**src/rtl/alu_operand_loader.sv**
```systemverilog
`default_nettype none
// +-----------------------------------------------------------------------------+
// | Module   : alu_operand_loader                                               |
// | Brief    : Collects one command plus a serial operand stream, commits all   |
// |            five operand registers at once, then pulses the ALU start.       |
// | Revision : 1.0                                                              |
// +-----------------------------------------------------------------------------+
module alu_operand_loader #(
    parameter int BUS_WIDTH = 8
) (
    input  logic                      clk,
    input  logic                      rst,
    input  logic                      cmd_valid,
    input  logic                      cmd_f_add,
    output logic                      cmd_ready,
    input  logic [BUS_WIDTH-1:0]      bus_data,
    input  logic                      bus_valid,
    output logic                      bus_ready,
    output logic [4:0][BUS_WIDTH-1:0] ops,
    output logic [BUS_WIDTH-1:0]      op_e,
    output logic [4:0]                reg_en,
    output logic                      f_add,
    output logic                      alu_go,
    output logic                      busy
);

    localparam int         c_NUM_SLOTS   = 5;
    localparam logic [1:0] c_IDLE        = 2'd0;
    localparam logic [1:0] c_LOAD        = 2'd1;
    localparam logic [1:0] c_COMMIT      = 2'd2;
    localparam logic [1:0] c_GO          = 2'd3;
    localparam logic [2:0] c_LAST_NORMAL = 3'd4;
    localparam logic [2:0] c_LAST_ADD    = 3'd2;

    logic [1:0]             r_state;
    logic [1:0]             w_state_nxt;
    logic [2:0]             r_cnt;
    logic                   r_f_add;
    logic [BUS_WIDTH-1:0]   r_stage [c_NUM_SLOTS];
    logic                   w_cmd_fire;
    logic                   w_beat_fire;
    logic                   w_last_beat;
    logic [2:0]             w_slot_idx;
    logic [c_NUM_SLOTS-1:0] w_slot_sel;

    assign w_cmd_fire  = cmd_valid && cmd_ready;
    assign w_beat_fire = bus_valid && bus_ready;
    assign w_last_beat = w_beat_fire &&
                         (r_cnt == (r_f_add ? c_LAST_ADD : c_LAST_NORMAL));

    // Add mode fills a, c, e only, so beat k lands in slot 2k.
    assign w_slot_idx = r_f_add ? {r_cnt[1:0], 1'b0} : r_cnt;

    // Slot 4 is operand e; it is also visible as ops[4].
    for (genvar g = 0; g < c_NUM_SLOTS; g++) begin : g_slot
        assign w_slot_sel[g] = (w_slot_idx == 3'(g));
        assign ops[g]        = r_stage[g];
    end

    always_comb begin
        w_state_nxt = r_state;
        case (r_state)
            c_IDLE:   if (w_cmd_fire)  w_state_nxt = c_LOAD;
            c_LOAD:   if (w_last_beat) w_state_nxt = c_COMMIT;
            c_COMMIT: w_state_nxt = c_GO;
            c_GO:     w_state_nxt = c_IDLE;
            default:  w_state_nxt = c_IDLE;
        endcase
    end

    always_ff @(posedge clk) begin
        if (rst) begin
            r_state <= c_IDLE;
            r_cnt   <= 3'd0;
            r_f_add <= 1'b0;
        end else begin
            r_state <= w_state_nxt;
            if (w_cmd_fire) begin
                r_f_add <= cmd_f_add;
                r_cnt   <= 3'd0;
            end else if (w_beat_fire) begin
                r_cnt <= r_cnt + 3'd1;
            end
        end
    end

    // Clearing on command accept is what zeroes b and d in add mode.
    always_ff @(posedge clk) begin
        if (rst || w_cmd_fire) begin
            for (int i = 0; i < c_NUM_SLOTS; i++) begin
                r_stage[i] <= '0;
            end
        end else if (w_beat_fire) begin
            for (int i = 0; i < c_NUM_SLOTS; i++) begin
                if (w_slot_sel[i]) begin
                    r_stage[i] <= bus_data;
                end
            end
        end
    end

    assign cmd_ready = (r_state == c_IDLE);
    assign bus_ready = (r_state == c_LOAD);
    assign busy      = (r_state != c_IDLE);
    assign alu_go    = (r_state == c_GO);
    assign reg_en    = {c_NUM_SLOTS{r_state == c_COMMIT}};
    assign f_add     = r_f_add;
    assign op_e      = r_stage[4];

endmodule
`default_nettype wire
```
**config.mk**
```make
export PLATFORM = sky130hd
export DESIGN_NAME = alu_operand_loader
export DESIGN_NICKNAME = d
export VERILOG_FILES = /design/src/rtl/alu_operand_loader.sv
export SDC_FILE = /design/constraint.sdc
export NUM_CORES = 1
export LEC_CHECK = 0
export BUFFER_PORTS_ARGS = -buffer_cell sky130_fd_sc_hd__buf_2
export CAP_MARGIN = 5
export CORE_UTILIZATION = 43
export CTS_CLUSTER_SIZE = 20
export DETAILED_ROUTE_END_ITERATION = 7
export PLACE_DENSITY_LB_ADDON = 0.3
export SETUP_SLACK_MARGIN = 0.5
export SLEW_MARGIN = 20
export SYNTH_ARGS = -nofsm -noshare
export SYNTH_HDL_FRONTEND = slang
export SYNTH_SLANG_ARGS = --single-unit
```
**constraint.sdc**
```tcl
create_clock -name clk -period 2 [get_ports clk]
set_input_delay 0.3 -clock clk [delete_from_list [all_inputs] [get_ports clk]]
set_output_delay 0.3 -clock clk [all_outputs]
set_load 0.03 [all_outputs]
```
-- Word-level counts from Yosys, hierarchy flattened
Memory sizes are Yosys's and may differ from the RTL's.
Cells that the tools add are included.
W data, S select, Z words.
- register bits: 6
- bits in writable memories: 40
- output and inout bits: 58
- logic and storage cells: 61
- memories: 1
- memory list (memory ; words ; bits a word ; rd ports ; clocked after memory_dff ; write ports ; line ; RTL):
    r_stage ; 5 ; 8 ; 5 ; 0 ; 5 ; 39 ; logic [BUS_WIDTH-1:0] r_stage [c_NUM_SLOTS];
- $add $sub $neg: 1
- equality and inequality tests: 10
- multiplexer cells: 32
- bitwise operators: 5
- reductions and logical operators: 9
- operators with widths (operator ; count):
    $mux W8 ; 5
    $mux W1 ; 22
    $pmux W2 S4 ; 1
    $eq A3 B2 Y1 const B ; 2
    $mux W3 ; 2
    $or A1 B1 Y1 ; 5
    $eq A2 B2 Y1 const B ; 2
    $mux W2 ; 2
    $ne A2 B1 Y1 const B ; 2
    $add A3 B1 Y3 const B ; 1
    $eq A3 B1 Y1 const B ; 1
    $eq A3 B3 Y1 ; 1
    $eq A3 B3 Y1 const B ; 1
    $logic_and A1 B1 Y1 ; 3
    $logic_not A3 Y1 ; 1
    $eq A2 B1 Y1 const B ; 1
    $logic_not A2 Y1 ; 1
    $reduce_and A2 Y1 ; 1
    $reduce_bool A2 Y1 ; 1
    $reduce_or A2 Y1 ; 1
    $logic_or A1 B1 Y1 ; 1

-- Longest topological paths before layout
- word-level depth: 7
- mapped depth: 6

-- Least setup slack after synthesis
OpenSTA, ideal clock, no wires.
- path kind: reg2reg
- from: reg r_state[1]
- to: mem r_stage[1][2], in the netlist r_stage[0][10] (enable)
- setup time: 0.398 ns
- arrival time: 1.901 ns
- data required time: 1.602 ns
- path slack: -0.299 ns
- stages on the path, launching flop included: 5
- path buffers: 0
- cell sequence: dfxtp_1 -> inv_1 -> ha_1 -> nand3_1 -> o41ai_1
- RTL lines (element ; line ; RTL):
    start: declaration ; 35 ; logic [1:0] r_state;
    start signal: assignment ; 73 ; r_state <= c_IDLE;
    start signal: assignment ; 77 ; r_state <= w_state_nxt;
    end: declaration ; 39 ;

==> flow_summary.ini <==
[critical_path]
slowest_delay_ns = 0.37
crit_required_ns = 2.16
crit_path_start_kind = flip-flop
worstPathArrival_ns = 1.72
critPathTopFamily = flip-flops
crit_slowest_cell = dfxtp_4
critPathBufInv = 2
crit_path_end_kind = flip-flop
path_max_fanout = 6
critPathKind = reg2reg
path_cells = buf_6 > ha_4 > nand2_8 > a311oi_4 > buf_4 > and2_4

[clock_network]
cts_max_path_buffers = 2
clock-sinks = 46
clock_tree.root_cell = clkbuf_8
cts.htree.levels = 2
cts_tree = built
cts_buffers = 5
hold_buffers = 0
clk_latency_ns = 0.29
clk_pin_slew_worst_paths_ns = 0.08

[pwr]
power_density_nw_per_um2 = 1470
leakage_nw = 1.18
vdd_drop_max_mv = 0.737

[placement]
place_hpwl_um = 2790
place_congestion = 0.811
place_inst = 230
dpl_worst_slack_ns = 0.197
port-buffer-count = 70

[die]
num_io_pins = 71
dieWidth_um = 67.5
die_area_um2 = 4560
core_region_area_um2 = 4060
dieHeight_um = 67.5
num_rows = 23
initial_core_util = 0.455

[global_route]
grt_use_met2 = 0.303
grtUsageMet1 = 0.201
grt_overflow_total = 0
grt_pass1_wl_um = 5600
grt_pass1_vias = 1143
grt_use_total = 0.176
antenna_found_initial = 0
grt_max_degree = 15
gr-max-usage-layer = met2
use_met3 = 0.0557

[layout]
layout-drive-gt1-share = 0.639
final_cells = 255
areaGrowthSynthToFinish_pct = 45.5
num_antenna_cells = 0
fin_nets = 223
fillCellCount = 301

[sta]
final-hold-violation-count = 0
skew_ns = 0.00330
setup_tns_ns = 0
relSlewSlack = 0.786
maxSlewViolCount = 0
rsz0062_at_grt = true
period_needed_ns = 1.56
finalSetupViolCount = 0
tightest_slew_ns = 0.320
fin_ws_ns = 0.444
finalCritPeriodShare = 0.778
fmaxAchievable_mhz = 643

[synthesis]
ys_ff_latch = 46
synthesis.nets = 138
yosysTopAreaCellShare = 0.650
yosys.area.top_type = edfxtp_1
syn_inst = 119
ys_async_sr_fraction = 0
synth_most_common_cell = edfxtp_1
synth_area_um2 = 1850
synth_common_cells = edfxtp_1, buf_4, and2_1, dfxtp_1, ha_1
ys_seq_area_frac = 0.715
synth_edf_count = 40
yosysUniqueCellTypes = 29
ys.flop_type = edfxtp_1
synth_area_leaders = edfxtp_1, dfxtp_1, buf_4, ha_1, and2_1
synth_area_per_cell_um2 = 15.5
yosys_warnings = 0

[run_status]
status = finished clean

[routing]
viasPerCell = 4.94
drt_iter0_markers = 107
antenna_left = 0
avgRoutedWirePerCell_um = 15.9
vias = 1260
drc = 0
drtPass1Iterations = 4
totalWireLength_um = 4040

[min_path]
worst_hold_path_type = in2reg

[job]
maxCapViolCount = 0
## worst register-to-register path: stages, from the launching register on
cell and delay, ns:
dfxtp_4 0.37, buf_6 0.11, ha_4 0.19, nand2_8 0.09, a311oi_4 0.32, buf_4 0.18, and2_4 0.16
## cells by family (layout without fill, tap and decap cells)
| kind of cell | count (synthesis) | in the layout | synth area share |
|---|---|---|---|
| flip-flops | 46 | 46 | 0.715 |
| AND/OR/NAND/NOR | 30 | 30 | 0.0928 |
| buffers and inverters | 18 | 104 | 0.0671 |
| AO/OA/AOI/OAI | 17 | 17 | 0.0745 |
| adder cells (fa/ha/maj) | 6 | 6 | 0.0406 |
| XOR/XNOR | 2 | 2 | 0.00949 |
## final cells by class
type,count,area [um2],area share
multi-input cells,55,568,0.211
flip-flops and latches,46,1340,0.497
repair buffers,92,583,0.217
clock buffers,7,86.3,0.0321
clock inverters,1,30.0,0.0112
well taps,50,62.6,0.0233
inverters,4,20.0,0.00745
## metrics by stage
| stage | utilization | power, W | instance area [um2] | hold WS (ns) |
|---|---|---|---|---|
| global route | 0.662 | 0.00415 | 2690 | 0.245 |
| finish | 0.662 | 0.00395 | 2690 | 0.239 |
| detailed placement | 0.558 | 0.00289 | 2260 | 0.494 |
| floorplan | - | 0.00256 | 1920 | 0.362 |
| CTS | 0.633 | 0.00381 | 2570 | 0.229 |
| global placement | 0.558 | 0.00285 | 2260 | 0.478 |
## layer usage
metal / wire length (um) / part of all wire / vias to the layer above
met3: 259 / 0.064 / 10
met5: 0 / 0 / -
met1: 1530 / 0.38 / 608
li1: - / - / 595
met4: 108 / 0.027 / 0
met2: 2150 / 0.53 / 47
## layout by cell type (no fill, tap or decap), drive strengths merged, types with 2 or more instances in the layout
cell type  count
a21oi          5
a311oi         2
and2           8
buf           92
clkbuf         7
dfxtp          6
edfxtp        40
ha             6
inv            4
nand2          5
nand2b         3
nand3          5
nor2           4
nor3b          2
o21ai          3
o31ai          2
or2b           2
## power breakdown
part	leakage, nW	total (W)	internal [W]	switching (W)
Combinational	0.635	0.00185	0.000685	0.00116
Clock	0.0585	0.000691	0.000407	0.000285
Sequential	0.486	0.00142	0.00132	0.0000974
Total	1.18	0.00395	0.00241	0.00154
## registers in the layout, indices dropped and copies added (netlist names)
name and cells:
r_stage 40, r_cnt 3, r_state 2, f_add 1
## final timing paths
| check | from | end | slack (ns) | cells past startpoint |
|---|---|---|---|---|
| worst max-delay path | r_state[0] | r_stage[0][23] | 0.44 | 6 |
| worst min-delay path | rst | r_state[1] | 0.24 | 2 |
| worst max register to register | r_state[0] | r_stage[0][23] | 0.44 | 6 |
| worst min register to register | f_add | f_add | 0.56 | 2 |
## what timing repair did
action                     in CTS  in global routing
setup endpoints to repair      86                 89
pin swaps                      14                  4
resized for setup              28                 17
setup buffers                   9                  8
Power figures use the tool's default switching activity.
